`src/rtl/gpp_comms_pkg.sv`:
```
// Shared types and constants for the GPP <-> comms-processor buffering stage.
package gpp_comms_pkg;

    localparam int DATA_W = 16;

    typedef enum logic {TX_IDLE, TX_SEND} tx_state_t;

    typedef logic [DATA_W-1:0] word_t;

endpackage

```
`src/rtl/comms_rx_fifo.sv`:
```
// RX FIFO: power-of-two deep circular buffer with zero-bubble head output.
module comms_rx_fifo #(
    parameter int DATA_W   = 16,
    parameter int RX_DEPTH = 8
) (
    input  logic                        clk,
    input  logic                        rst,
    input  logic [DATA_W-1:0]           wr_data,
    input  logic                        wr_valid,
    output logic                        wr_ready,
    input  logic                        rd_req,
    output logic [DATA_W-1:0]           rd_data,
    output logic                        not_empty,
    output logic [$clog2(RX_DEPTH):0]   count,
    output logic                        underflow
);

    localparam int AW = $clog2(RX_DEPTH);
    localparam int CW = AW + 1;

    logic [DATA_W-1:0] mem [RX_DEPTH];
    logic [AW-1:0]     wr_ptr;
    logic [AW-1:0]     rd_ptr;
    logic [CW-1:0]     cnt;
    logic              full;
    logic              empty;
    logic              push;
    logic              pop;

    assign full      = (cnt == CW'(RX_DEPTH));
    assign empty     = (cnt == '0);
    // Ready is forced low while reset is held so no word is taken in the reset cycle.
    assign wr_ready  = !full && rst;
    assign push      = wr_valid && wr_ready;
    assign pop       = rd_req && !empty;
    assign underflow = rd_req && empty && rst;

    assign not_empty = !empty;
    assign count     = cnt;
    assign rd_data   = empty ? '0 : mem[rd_ptr];

    always_ff @(posedge clk) begin
        if (push) begin
            mem[wr_ptr] <= wr_data;
        end
    end

    always_ff @(posedge clk) begin
        if (!rst) begin
            wr_ptr <= '0;
            rd_ptr <= '0;
            cnt    <= '0;
        end else begin
            if (push) begin
                wr_ptr <= wr_ptr + 1'b1;
            end
            if (pop) begin
                rd_ptr <= rd_ptr + 1'b1;
            end
            if (push && !pop) begin
                cnt <= cnt + 1'b1;
            end else if (pop && !push) begin
                cnt <= cnt - 1'b1;
            end
        end
    end

endmodule

```
`src/rtl/gpp_comms_buffer.sv`:
```
// Buffering stage between the GPP datapath and the comms processor: RX FIFO,
// one-entry TX holding register with valid/ready handshake, sticky error flags.
module gpp_comms_buffer #(
    parameter int DATA_W   = 16,
    parameter int RX_DEPTH = 8
) (
    input  logic                        clk,
    input  logic                        rst,
    input  logic [DATA_W-1:0]           rx_data_in,
    input  logic                        rx_valid,
    output logic                        rx_ready,
    output logic [DATA_W-1:0]           RAM_rx_data_out,
    output logic                        data_rx_flag,
    input  logic                        gpp_rtr_dp,
    output logic [$clog2(RX_DEPTH):0]   rx_count,
    input  logic [DATA_W-1:0]           gpp_tx_data,
    input  logic                        gpp_trf_dp,
    output logic                        gpp_trf_cp,
    output logic [DATA_W-1:0]           tx_data_out,
    output logic                        tx_valid,
    input  logic                        tx_ready,
    input  logic                        err_clear,
    output logic                        rx_underflow,
    output logic                        tx_collision
);

    import gpp_comms_pkg::*;

    tx_state_t         tx_state_q;
    tx_state_t         tx_state_d;
    logic [DATA_W-1:0] tx_data_q;
    logic [DATA_W-1:0] tx_data_d;
    logic              rx_underflow_q;
    logic              tx_collision_q;
    logic              underflow_evt;
    logic              collision_evt;

    comms_rx_fifo #(
        .DATA_W   (DATA_W),
        .RX_DEPTH (RX_DEPTH)
    ) u_rx_fifo (
        .clk       (clk),
        .rst       (rst),
        .wr_data   (rx_data_in),
        .wr_valid  (rx_valid),
        .wr_ready  (rx_ready),
        .rd_req    (gpp_rtr_dp),
        .rd_data   (RAM_rx_data_out),
        .not_empty (data_rx_flag),
        .count     (rx_count),
        .underflow (underflow_evt)
    );

    // A request while busy is dropped, even in the cycle the handshake completes.
    assign collision_evt = gpp_trf_dp && (tx_state_q == TX_SEND);

    always_comb begin
        tx_state_d = tx_state_q;
        tx_data_d  = tx_data_q;
        unique case (tx_state_q)
            TX_IDLE: begin
                if (gpp_trf_dp) begin
                    tx_data_d  = gpp_tx_data;
                    tx_state_d = TX_SEND;
                end
            end
            TX_SEND: begin
                if (tx_ready) begin
                    tx_state_d = TX_IDLE;
                end
            end
            default: tx_state_d = TX_IDLE;
        endcase
    end

    always_ff @(posedge clk) begin
        if (!rst) begin
            tx_state_q     <= TX_IDLE;
            tx_data_q      <= '0;
            rx_underflow_q <= 1'b0;
            tx_collision_q <= 1'b0;
        end else begin
            tx_state_q <= tx_state_d;
            tx_data_q  <= tx_data_d;
            if (underflow_evt) begin
                rx_underflow_q <= 1'b1;
            end else if (err_clear) begin
                rx_underflow_q <= 1'b0;
            end
            if (collision_evt) begin
                tx_collision_q <= 1'b1;
            end else if (err_clear) begin
                tx_collision_q <= 1'b0;
            end
        end
    end

    assign gpp_trf_cp   = (tx_state_q == TX_IDLE);
    assign tx_valid     = (tx_state_q == TX_SEND);
    assign tx_data_out  = tx_data_q;
    assign rx_underflow = rx_underflow_q;
    assign tx_collision = tx_collision_q;

endmodule
```
`config.mk`:
```
export PLATFORM = sky130hd
export DESIGN_NAME = gpp_comms_buffer
export DESIGN_NICKNAME = d
export VERILOG_FILES = /design/src/rtl/gpp_comms_pkg.sv /design/src/rtl/comms_rx_fifo.sv /design/src/rtl/gpp_comms_buffer.sv
export SDC_FILE = /design/constraint.sdc
export NUM_CORES = 1
export LEC_CHECK = 0
export CAP_MARGIN = 20
export CORE_MARGIN = 3
export CORE_UTILIZATION = 30
export DETAILED_ROUTE_END_ITERATION = 8
export DONT_BUFFER_PORTS = 1
export PLACE_DENSITY_LB_ADDON = 0.2
export SLEW_MARGIN = 20
export SYNTH_ARGS = -nofsm -noshare
export SYNTH_HDL_FRONTEND = slang
export SYNTH_SLANG_ARGS = --single-unit
```
`constraint.sdc`:
```
create_clock -name clk -period 7 [get_ports clk]
set_input_delay 2.1 -clock clk [delete_from_list [all_inputs] [get_ports clk]]
set_output_delay 2.1 -clock clk [all_outputs]
set_load 0.01 [all_outputs]
```
**After elaboration in Yosys (flattened, before gate mapping)**

Memory sizes are Yosys's and may differ from the RTL's. A register that Yosys moved wholly into a read port is not among the register bits.
Cells that the tools add are included.
Widths: inputs -> output; s select.

- Add/sub/neg operators: 4
- Equal/unequal tests: 1
- Multiplexer cells: 13
- Bitwise gates (word level): 1
- Reductions and logical operators: 17

Operators with widths:

| operator | count |
|---|---|
| $mux 16 | 1 |
| $logic_and 1x1->1 | 8 |
| $mux 4 | 2 |
| $mux 1 | 7 |
| $add 3x1->3 const B | 2 |
| $mux 3 | 2 |
| $reduce_bool 2->1 | 3 |
| $add 4x1->4 const B | 1 |
| $eq 4x4->1 const B | 1 |
| $logic_not 1->1 | 4 |
| $logic_not 4->1 | 1 |
| $sub 4x1->4 const B | 1 |
| $pmux 1 s2 | 1 |
| $reduce_and 2->1 | 1 |
| $not 1->1 | 1 |

- Register bits: 29
- RAM bits: 128
- Input bits: 39
- Logic and storage cells: 44
- Memories: 1

Memories:

| name | depth | width | rd ports | clocked after memory_dff | wr ports | RTL line | text |
|---|---|---|---|---|---|---|---|
| u_rx_fifo.mem | 8 | 16 | 1 | 1 | 1 | comms_rx_fifo.sv:21 | `logic [DATA_W-1:0] mem [RX_DEPTH];` |

**Longest topological paths before layout**

Gate-level depths: netlist of run 1.

- Depth in word-level cells: 8
- Depth in mapped cells: 10

**By module**

A second synthesis of run 1 with hierarchy kept.

- Cell total of the unflattened synthesis: 360
- Area total of the unflattened synthesis: 6313.6 µm²

By module, submodules not included:

| module | times used | cells each | area an instance (µm²) | sequential area each (µm²) |
|---|---|---|---|---|
| comms_rx_fifo | 1 | 278 | 5544.1 | 4103.9 |
| gpp_comms_buffer | 1 | 82 | 769.5 | 380.4 |

**Worst setup path before layout of run 1**

Ideal clock, no wire load.

- Kind: in2out
- Start: in rst
- End: out rx_ready
- Data arrival time: 2.538 ns
- Data required time: 4.900 ns
- Setup slack: 2.362 ns
- Stages on the path: 2
- Cell sequence: clkbuf_1 nor2b_1

- Cells in the longest elaborated chain, start to end: 1

RTL lines:

| what | RTL line | text |
|---|---|---|
| start: declaration | gpp_comms_buffer.sv:8 | `input logic rst,` |
| $logic_and 1x1->1 | comms_rx_fifo.sv:33 | `assign wr_ready = !full && rst;` |
| end: declaration | gpp_comms_buffer.sv:11 | `output logic rx_ready,` |

No other way between the ends.

**Final worst setup path of run 1**

Ends and elaborated chain as after synthesis.

==> results of run 1 <==
==> sequential cells by signal (all words and copies together), names as in the netlist, named ones only <==
register          count
u_rx_fifo.mem       128
u_rx_fifo.wr_ptr      3
u_rx_fifo.count       4
u_rx_fifo.rd_ptr      3
tx_valid              1
tx_data_out          16
tx_collision          1
rx_underflow          1
==> layer usage <==
metal,vias up,track usage (%),routed length [um],share of wire [%]
li1,1402,-,-,-
met1,1485,14.6,5410,44
met3,12,5.51,1090,8.9
met2,90,16.8,5610,46
met5,-,0,0,0
met4,0,4.12,156,1.3
==> worst min-delay path by stage <==
stage	startpoint	end	slack [ns]
detailed placement	u_rx_fifo.rd_ptr[1]	u_rx_fifo.rd_ptr[1]	0.50
floorplan	u_rx_fifo.rd_ptr[1]	flip-flop	0.45
finish	u_rx_fifo.rd_ptr[1]	u_rx_fifo.rd_ptr[1]	0.51
global placement	u_rx_fifo.rd_ptr[1]	u_rx_fifo.rd_ptr[1]	0.47
CTS	u_rx_fifo.rd_ptr[1]	u_rx_fifo.rd_ptr[1]	0.51
global route	tx_data_out[0]	tx_data_out[0]	0.53
==> Yosys cell counts (2+ instances only) <==
cell / number
nand2b_1: 4
xnor2_1: 4
nand2_1: 42
a21oi_1: 2
buf_1: 4
clkbuf_1: 6
and2_1: 6
mux2i_1: 18
buf_4: 3
buf_2: 4
a21boi_0: 17
ha_1: 5
mux4_2: 32
nor2_1: 21
dfxtp_1: 32
edfxtp_1: 128
inv_1: 2
nand3_1: 6
nor3_1: 4
nor2b_1: 5
==> cell type report <==
type | count | area, um2
clock buffer | 18 | 429
fill | 1968 | 13100
multi-input combinational | 179 | 1670
clock inverter | 13 | 145
timing repair buffer | 12 | 90.1
inverter | 4 | 17.5
sequential | 160 | 4490
tap | 270 | 338
==> power by group through the flow <==
stage / combinational, W / sequential (W) / clock [W]
finish: 0.000479 / 0.00113 / 0.000903
global route: 0.000529 / 0.00114 / 0.000972
global placement: 0.000496 / 0.00115 / 0
floorplan: 0.000391 / 0.00114 / 0
detailed placement: 0.000499 / 0.00115 / 0
CTS: 0.000499 / 0.00113 / 0.000926
==> cell families after synthesis <==
| logic type | Yosys count | synth area share (%) |
|---|---|---|
| AO/OA/AOI/OAI | 25 | 2.87 |
| XOR/XNOR | 5 | 0.703 |
| adder cells (fa/ha/maj) | 6 | 1.33 |
| buffers and inverters | 21 | 1.57 |
| flip-flops | 160 | 72.0 |
| multiplexers | 50 | 14.5 |
| AND/OR/NAND/NOR | 93 | 7.09 |
==> metrics by stage <==
| stage | instances | total power (W) | util (%) | hold slack [ns] | worst slack (ns) |
|---|---|---|---|---|---|
| 2_1_floorplan | 360 | 0.00153 | - | 0.451 | 2.36 |
| 3_3_place_gp | 625 | 0.00164 | 32.5 | 0.468 | 2.57 |
| 3_5_place_dp | 625 | 0.00165 | 32.5 | 0.498 | 2.59 |
| 4_1_cts | 656 | 0.00256 | 35.4 | 0.506 | 2.58 |
| 5_1_grt | 656 | 0.00264 | 35.4 | 0.533 | 2.48 |
| 6_report | 656 | 0.00251 | 35.4 | 0.507 | 2.59 |
==> reports/metrics.sh, run 1 <==
STATUS='finished, final reports clean'
WORSTMARGINPINSLEW_NS=0.996
FINAL-HOLD-VIOLATION-COUNT=0
SYNTH_LARGEST_TYPE_AREA_FRACTION_PCT=61.7
CELLLEAKAGEPOWER_nW=2.28
NUMBER_OF_ANTENNA_VIOLATIONS_AT_THE_FIRST_CHECK_IN_GLOBAL_ROUTING=0
REGTOREGSTARTPOINT='u_rx_fifo.count[0]'
WORSTPATHREQUIRED_NS=4.90
POST_SYNTHESIS_CELL_COUNT=360
FMAX_GHz=0.227
POSTROUTEANTENNANETS=0
SYNTHTOLAYOUTAREAGROWTH_PCT=15.2
MAPPEDNETLISTAREA_UM2=6230
HOLD_PATH.CLASS='reg2reg'
CP_SLOWEST_STAGE_DELAY_NS=0.21
CTS_TREE='done'
CTS_RESIZED=0
FLOORPLAN.IO_PINS=81
FLOORPLAN.DIE.HEIGHT_UM=150
GLOBALPLACE.CONGESTION=0.669
POST_CTS_BUFFERS=0
CRIT_PATH_TIME_FINAL_NS=4.41
YOSYSUNIQUECELLTYPES=35
COUNT_OF_INSERTED_ANTENNA_DIODE_CELLS=0
TIMING.CRITICAL_PATH.CELLS='nor2b_1'
FINAL_PERIOD_UTILIZATION_PCT=63.0
POWERDENSITY_nW_PER_UM2=350
MAX_SLEW_MARGIN_PCT=33.5
CP_LAUNCH_TYPE='input port'
CLOCKROOTBUFFER='clkbuf_16'
SYNTH-EDFF-COUNT=128
MAXIMUM_NUMBER_OF_PINS_ON_ONE_NET_BEFORE_GLOBAL_ROUTE_REPAIR=35
IO_BUFFERS=0
WORST_SETUP_HOLD_PATH_CLK_SLEW_NS=0.06
CRITICAL_PATH_ARRIVAL_NS=2.31
SWITCHING_SHARE_PCT=26.9
FINAL_AREA_UM2=7180
SYNTHESIS.YOSYS.WARNINGS=0
CRIT_TYPE='in2out'
LAYOUT.CELLS.MOST_COMMON_LIST='edfxtp_1, nand2_1, mux4_2'
WORST_R2R_ENDPOINT='u_rx_fifo.count[3]'
CLK_LATENCY_NS=0.41
PWR-SHARE-SEQ_PCT=45.0
VIA_COUNT=2989
RSZ0062_AT_GRT='false'
FIRST_GLOBAL_VIAS=3146
START_UTIL_PCT=30.7
TIMING.REG2REG.SETUP_SLACK_NS=4.24
FF_TO_FF_PATH_DEPTH=10
AVGVIACOUNTPERCELL=4.56
CRIT_START='rst'
ROUTED_WL_UM=12300
PATH_MAX_FANOUT=34
PART_OF_THE_TOTAL_POWER_DISSIPATED_IN_THE_CLOCK_NETWORK_PCT=35.9
COMBPWRFRAC_PCT=19.1
SYNTH.AVG_CELL_AREA_UM2=17.3
CELL_INTERNAL_PWR_W=0.00183
POSTCTSHOLDBUFS=0
FINALSETUPVIOLATIONS=0
YOSYSSEQAREASHARE_PCT=72.0
POST_SYNTHESIS_SEQUENTIAL_ELEMENT_COUNT=160
SYNTHDOMINANTAREACELLTYPE='edfxtp_1'
ASYNC_RESET_FF_SHARE_PCT=0
CRIT_BUF_INV=0
FINALSETUPTNS_NS=0
PLACEABLECOREAREA_UM2=20300
IR_DROP_V=0.000219
TRITONCTS.NUM_BUFFERS=17
OVERFLOW=0
CRIT_SLOWEST_CELL='nor2b_1'
NETLIST_TOP_CELLS_AREA='edfxtp_1, mux4_2, dfxtp_1'
DIE_X_EXTENT_UM=150
WORST_CLOCK_SKEW_NS=0.00808
LARGEST_BUFFER_COUNT_ON_ANY_CLOCK_PATH=2
PLACEDINSTANCEAREA_UM2=6610
REMAINING_DRC_ERRORS=0
PATH_DELAY_FAMILY='simple AND/OR/NAND/NOR gates'
DR.FIRST_ITER.DRC_COUNT=142
MOSTFREQUENTLAYOUTCELL='edfxtp_1'
DP_HPWL_UM=7200
YS_DOMINANT_REG_CELL='edfxtp_1'
NET-SWITCHING-POWER_W=0.000677
SYNTH.NET_COUNT=405
HTREE_NUM_LEVELS=4
POST_ROUTE_CELLS_DRIVE_ABOVE_1_SHARE_PCT=21.2
CLOCK_SINKS=160
CP.DEPTH=1
CRITICAL_PATH.ENDPOINT='rx_ready'
FIRST_PASS_ITERS=4
SETUP.WORST_PATH.END_CLASS='output port'
TIMING.HOLD.WORST_PATH_DEPTH=2
ROW_COUNT=52
DRV_SLEW=0
ROUTEDWLPERCELL_UM=18.7
GLOBAL_ROUTE_WIRE_LENGTH_BEFORE_REPAIR_UM=18300
DIE_AREA_UM2=22500
GLOBAL_ROUTE.USAGE.TOTAL_PCT=11.4
MAXCAPVIOLATIONS=0
FINALNETCOUNT=419
No activity file was read; power rests on OpenSTA's default activity.
==> run 2, diff against run 1 <==
==> constraint.sdc (replaced) <==
create_clock -name clk -period 4.6 [get_ports clk]
set_input_delay 1.38 -clock clk [delete_from_list [all_inputs] [get_ports clk]]
set_output_delay 1.38 -clock clk [all_outputs]
set_load 0.01 [all_outputs]
==> run 2 against run 1 <==
Die area unchanged. Sequential share of layout area down 0.67 points. Final cell count up 0.30%. Sequential power up 52%. Largest power group unchanged.
==> reports/metrics.sh, run 2 (synthesis gave the netlist of run 1 again) <==
CLOCK_SINKS=160
FINALNETCOUNT=420
NUMBER_OF_FLIP_FLOPS_UNDER_THE_LARGEST_REGISTER_NAME=128
DP_HPWL_UM=7380
AVGVIACOUNTPERCELL=4.68
POST_CTS_BUFFERS=0
CTS_TREE='done'
FMAX_GHz=0.283
CP_LAUNCH_TYPE='flip-flop'
FF_TO_FF_PATH_DEPTH=10
FIRST_GLOBAL_VIAS=3367
STATUS='finished, final reports clean'
CLK_LATENCY_NS=0.42
POST-ROUTE-WORST-SETUP-SLACK_NS=1.07
WORST_SETUP_HOLD_PATH_CLK_SLEW_NS=0.07
FINALSETUPVIOLATIONS=0
GLOBAL_ROUTE.USAGE.TOTAL_PCT=11.8
FLOORPLAN.DIE.HEIGHT_UM=150
DR.FIRST_ITER.DRC_COUNT=141
WORST_CLOCK_SKEW_NS=0.00671
FLOORPLAN.IO_PINS=81
GLOBALPLACE.CONGESTION=0.684
MAXIMUM_NUMBER_OF_PINS_ON_ONE_NET_BEFORE_GLOBAL_ROUTE_REPAIR=35
CRIT_PATH_TIME_FINAL_NS=3.53
PART_OF_THE_TOTAL_POWER_DISSIPATED_IN_THE_CLOCK_NETWORK_PCT=38.0
CELL_INTERNAL_PWR_W=0.00284
SYNTHTOLAYOUTAREAGROWTH_PCT=16.5
REGTOREGSTARTPOINT='u_rx_fifo.count[0]'
LAYOUT.CELLS.MOST_COMMON_LIST='edfxtp_1, nand2_1, mux4_2'
PLACEABLECOREAREA_UM2=20300
VIA_COUNT=3081
SWITCHING_SHARE_PCT=28.3
START_UTIL_PCT=30.7
FILL_CELLS=1970
IR_DROP_V=0.000289
TIMING.REG2REG.SETUP_SLACK_NS=1.75
HTREE_NUM_LEVELS=4
PLACEDINSTANCEAREA_UM2=6610
NET-SWITCHING-POWER_W=0.00112
WORSTMARGINPINSLEW_NS=0.973
LARGEST_REG_BY_FF_COUNT='u_rx_fifo.mem'
FINALSETUPTNS_NS=0
FINAL_PERIOD_UTILIZATION_PCT=76.7
FIRST_PASS_ITERS=4
LARGEST_BUFFER_COUNT_ON_ANY_CLOCK_PATH=2
COMBPWRFRAC_PCT=18.8
ROW_COUNT=52
GLOBAL_ROUTE_WIRE_LENGTH_BEFORE_REPAIR_UM=19300
POST_ROUTE_CELLS_DRIVE_ABOVE_1_SHARE_PCT=22.7
DIE_X_EXTENT_UM=150
DRV_SLEW=0
CLOCKROOTBUFFER='clkbuf_16'
PLACEMENT.SETUP.WORST_SLACK_NS=1.39
RSZ0062_AT_GRT='false'
POSTROUTEANTENNANETS=0
REMAINING_DRC_ERRORS=0
POWERDENSITY_nW_PER_UM2=547
SETUP.WORST_PATH.END_CLASS='output port'
MAX_SLEW_MARGIN_PCT=35.0
TRITONCTS.NUM_BUFFERS=17
TIMING.HOLD.WORST_PATH_DEPTH=2
WORSTPATHREQUIRED_NS=3.22
POST_LAYOUT_CELL_COUNT=658
OVERFLOW=0
IO_BUFFERS=0
COUNT_OF_PLACED_STANDARD_CELLS_INCLUDING_TAPS=626
MAXCAPVIOLATIONS=0
HOLD_PATH.CLASS='reg2reg'
MIN_FROM='u_rx_fifo.rd_ptr[1]'
CRIT_TYPE='reg2out'
PWR-SHARE-SEQ_PCT=43.2
CTS_RESIZED=0
CRITICAL_PATH_ARRIVAL_NS=2.15
ROUTED_WL_UM=12500
CELLLEAKAGEPOWER_nW=2.32
PATH_MAX_FANOUT=32
ROUTEDWLPERCELL_UM=19.0
FINAL_AREA_UM2=7260
MOSTFREQUENTLAYOUTCELL='edfxtp_1'
WORST_R2R_ENDPOINT='u_rx_fifo.count[3]'
FINAL-HOLD-VIOLATION-COUNT=0
POSTCTSHOLDBUFS=0
NUMBER_OF_ANTENNA_VIOLATIONS_AT_THE_FIRST_CHECK_IN_GLOBAL_ROUTING=0
COUNT_OF_INSERTED_ANTENNA_DIODE_CELLS=0
DIE_AREA_UM2=22500
## run 2: changes by cell type in the layout (fill, tap and decap cells not counted), moves of 2 or more
cell	before	now
clkinv_2	4	1
clkinv_1	3	0
inv_8	0	2
inv_6	1	4
clkinvlp_4	2	0
clkinv_4	0	2
clkinv_8	0	3
## run 2: power groups by stage
stage / logic [W] / clock network [W] / registers, W
floorplan: 0.000595 / 0 / 0.00173
global placement: 0.000769 / 0 / 0.00175
detailed placement: 0.000779 / 0 / 0.00175
CTS: 0.000781 / 0.00154 / 0.00172
global route: 0.000835 / 0.00160 / 0.00173
finish: 0.000747 / 0.00151 / 0.00172
## run 2: per-stage QoR
step | total power, W | utilization (%) | hold slack (ns)
5_1_grt | 0.00417 | 35.7 | 0.524
4_1_cts | 0.00404 | 35.7 | 0.487
3_3_place_gp | 0.00252 | 32.6 | 0.476
6_report | 0.00397 | 35.7 | 0.488
2_1_floorplan | 0.00233 | - | 0.451
3_5_place_dp | 0.00253 | 32.6 | 0.483
## run 2: worst max-delay path by stage
| stage | start | end | slack, ns | cells after the start |
|---|---|---|---|---|
| 2_1_floorplan | rst | u_rx_fifo.mem[0][0] | 0.97 | 2 |
| 3_3_place_gp | rst | u_rx_fifo.count[3] | 1.43 | 9 |
| 3_5_place_dp | rst | u_rx_fifo.count[3] | 1.39 | 9 |
| 4_1_cts | flip-flop | RAM_rx_data_out[12] | 0.97 | 4 |
| 5_1_grt | flip-flop | RAM_rx_data_out[10] | 0.87 | 4 |
| 6_report | flip-flop | RAM_rx_data_out[10] | 1.07 | 4 |
## run 2: metal layers
metal | GRT usage [%] | wire length [um] | up-vias
met5 | 0 | 0 | -
met4 | 3.84 | 143 | 0
met3 | 4.76 | 943 | 8
met2 | 19.0 | 6050 | 94
met1 | 14.5 | 5380 | 1567
li1 | - | - | 1412
## run 2: cell type report
cell class                      count  area, um2  area share, %
Sequential cell                   160       4490           61.8
Multi-Input combinational cell    179       1670           23.1
Clock buffer                       17        425           5.86
Tap cell                          270        338           4.66
Clock inverter                     15        219           3.02
Timing Repair Buffer               13       97.6           1.34
Inverter                            4       17.5          0.241
## run 2: critical path, stage by stage (launching register included)
cell     delay [ns]
dfxtp_2        0.31
buf_4          0.53
mux4_2         0.58
mux2i_1        0.18
nor2_1         0.10
==> run 3, diff against run 2 <==
==> constraint.sdc (replaced) <==
create_clock -name clk -period 3.14 [get_ports clk]
set_input_delay 0.942 -clock clk [delete_from_list [all_inputs] [get_ports clk]]
set_output_delay 0.942 -clock clk [all_outputs]
set_load 0.01 [all_outputs]
==> run 3 against run 2 <==
Largest cell class unchanged. Via count shrank 0.94%. Hold slack lost 0.0010 ns. Largest power group unchanged. Sequential cell count is the same.
==> reports/metrics.sh, run 3 (synthesis gave the netlist of run 1 again) <==
PART_OF_THE_TOTAL_POWER_DISSIPATED_IN_THE_CLOCK_NETWORK_PCT=35.6
DRV_SLEW=0
OVERFLOW=0
DP_HPWL_UM=7460
FINALSETUPTNS_NS=0
SETUP.WORST_PATH.END_CLASS='output port'
STATUS='finished, final reports clean'
TIMING.HOLD.WORST_PATH_DEPTH=2
CRITICAL_PATH_ARRIVAL_NS=1.97
WORSTMARGINPINSLEW_NS=0.898
MAXIMUM_NUMBER_OF_PINS_ON_ONE_NET_BEFORE_GLOBAL_ROUTE_REPAIR=35
HOLD_PATH.CLASS='reg2reg'
CTS_RESIZED=0
NUMBER_OF_ANTENNA_VIOLATIONS_AT_THE_FIRST_CHECK_IN_GLOBAL_ROUTING=0
WORST_CLOCK_SKEW_NS=0.00680
FLOORPLAN.IO_PINS=81
POST_LAYOUT_CELL_COUNT=659
LAYOUT.CELLS.MOST_COMMON_LIST='edfxtp_1, nand2_1, mux4_2'
REGTOREGSTARTPOINT='u_rx_fifo.count[0]'
SWITCHING_SHARE_PCT=27.9
COUNT_OF_PLACED_STANDARD_CELLS_INCLUDING_TAPS=627
GLOBAL_ROUTE_WIRE_LENGTH_BEFORE_REPAIR_UM=20000
START_UTIL_PCT=30.7
POSTCTSHOLDBUFS=0
PLACEABLECOREAREA_UM2=20300
REMAINING_DRC_ERRORS=0
TIMING.HOLD.WORST_ENDPOINT='u_rx_fifo.rd_ptr[1]'
ROUTED_WL_UM=12500
POST_CTS_BUFFERS=0
FINAL-HOLD-VIOLATION-COUNT=0
TRITONCTS.NUM_BUFFERS=17
FIN_HOLD_WS_NS=0.487
CRIT_TYPE='reg2out'
FLOORPLAN.DIE.HEIGHT_UM=150
SYNTHTOLAYOUTAREAGROWTH_PCT=16.4
CELLLEAKAGEPOWER_nW=2.31
ROUTEDWLPERCELL_UM=19.0
DR.FIRST_ITER.DRC_COUNT=146
FF_TO_FF_PATH_DEPTH=10
NUMBER_OF_FLIP_FLOPS_UNDER_THE_LARGEST_REGISTER_NAME=128
WORSTPATHREQUIRED_NS=2.20
GLOBAL_ROUTE.USAGE.TOTAL_PCT=12.0
POWERDENSITY_nW_PER_UM2=781
FMAX_GHz=0.343
COMBPWRFRAC_PCT=19.5
FINAL_PERIOD_UTILIZATION_PCT=92.8
IR_DROP_V=0.000376
DIE_AREA_UM2=22500
AVGVIACOUNTPERCELL=4.63
CTS_TREE='done'
CELL_INTERNAL_PWR_W=0.00408
WORST_SETUP_HOLD_PATH_CLK_SLEW_NS=0.06
FIRST_GLOBAL_VIAS=3368
VIA_COUNT=3052
TIMING.REG2REG.SETUP_SLACK_NS=0.70
HTREE_NUM_LEVELS=4
CP_LAUNCH_TYPE='flip-flop'
PLACEMENT.SETUP.WORST_SLACK_NS=0.603
DIE_X_EXTENT_UM=150
PATH_MAX_FANOUT=14
RSZ0062_AT_GRT='false'
WORST_R2R_ENDPOINT='u_rx_fifo.count[3]'
POSTROUTEANTENNANETS=0
LARGEST_BUFFER_COUNT_ON_ANY_CLOCK_PATH=2
COUNT_OF_INSERTED_ANTENNA_DIODE_CELLS=0
CLK_LATENCY_NS=0.41
FINALNETCOUNT=421
MIN_FROM='u_rx_fifo.rd_ptr[1]'
CRIT_PATH_TIME_FINAL_NS=2.91
IO_BUFFERS=0
PWR-SHARE-SEQ_PCT=44.9
POST-ROUTE-WORST-SETUP-SLACK_NS=0.227
CLOCK_SINKS=160
MAX_SLEW_MARGIN_PCT=40.0
FINALSETUPVIOLATIONS=0
CLOCKROOTBUFFER='clkbuf_16'
LARGEST_REG_BY_FF_COUNT='u_rx_fifo.mem'
FIRST_PASS_ITERS=6
ROW_COUNT=52
GLOBALPLACE.CONGESTION=0.641
MOSTFREQUENTLAYOUTCELL='edfxtp_1'
POST_ROUTE_CELLS_DRIVE_ABOVE_1_SHARE_PCT=22.6
MAXCAPVIOLATIONS=0
NET-SWITCHING-POWER_W=0.00158
==> run 3: cell types whose count changed in the layout (fill, tap and decap cells not counted) <==
cell,change
clkinv_2,+2
buf_4,-2
nor4_4,+1
buf_12,+3
clkinvlp_4,+1
nor4_2,-1
bufinv_16,-1
clkinv_8,-3
inv_8,-1
clkinv_4,+1
clkinv_1,+1
==> run 3: worst max path at each step <==
stage | endpoint | slack [ns] | cells past startpoint
final | RAM_rx_data_out[11] | 0.23 | 4
after global routing | RAM_rx_data_out[11] | 0.07 | 4
after CTS | RAM_rx_data_out[11] | 0.15 | 4
after detailed placement | RAM_rx_data_out[11] | 0.60 | 4
after global placement | RAM_rx_data_out[11] | 0.60 | 4
after floorplan | u_rx_fifo.mem[4][0] | 0.23 | 4
==> run 3: per-layer routing <==
| layer | GRT usage (%) | share of wire, % | up-vias |
|---|---|---|---|
| met5 | 0 | 0 | - |
| li1 | - | - | 1413 |
| met1 | 15.4 | 44 | 1536 |
| met2 | 18.8 | 47 | 96 |
| met4 | 3.29 | 0.84 | 0 |
| met3 | 5.21 | 8.0 | 7 |
==> run 3: final cells by class <==
cell class,count,area (um2)
Clock buffer,17,425
Clock inverter,15,159
Fill cell,1959,13000
Inverter,4,17.5
Multi-Input combinational cell,179,1680
Sequential cell,160,4490
Tap cell,270,338
Timing Repair Buffer,14,143
==> run 3: worst max-delay path, stage by stage, from the launching register on <==
cell and delay, ns:
dfxtp_2 0.53, buf_12 0.22, mux4_2 0.51, mux2i_1 0.19
nor2_1 0.11
==> run 3: power by group through the flow <==
stage	logic [W]	registers (W)	clock network, W
global placement	0.00113	0.00259	0
CTS	0.00115	0.00255	0.00208
detailed placement	0.00115	0.00259	0
floorplan	0.000872	0.00254	0
finish	0.00110	0.00254	0.00202
global route	0.00122	0.00256	0.00218
==> run 3: stage by stage <==
stage	area (um2)	total power [W]	util [%]
2_1_floorplan	6240	0.00341	-
3_3_place_gp	6670	0.00372	32.8
3_5_place_dp	6670	0.00374	32.8
4_1_cts	7250	0.00578	35.7
5_1_grt	7250	0.00597	35.7
6_report	7250	0.00566	35.7
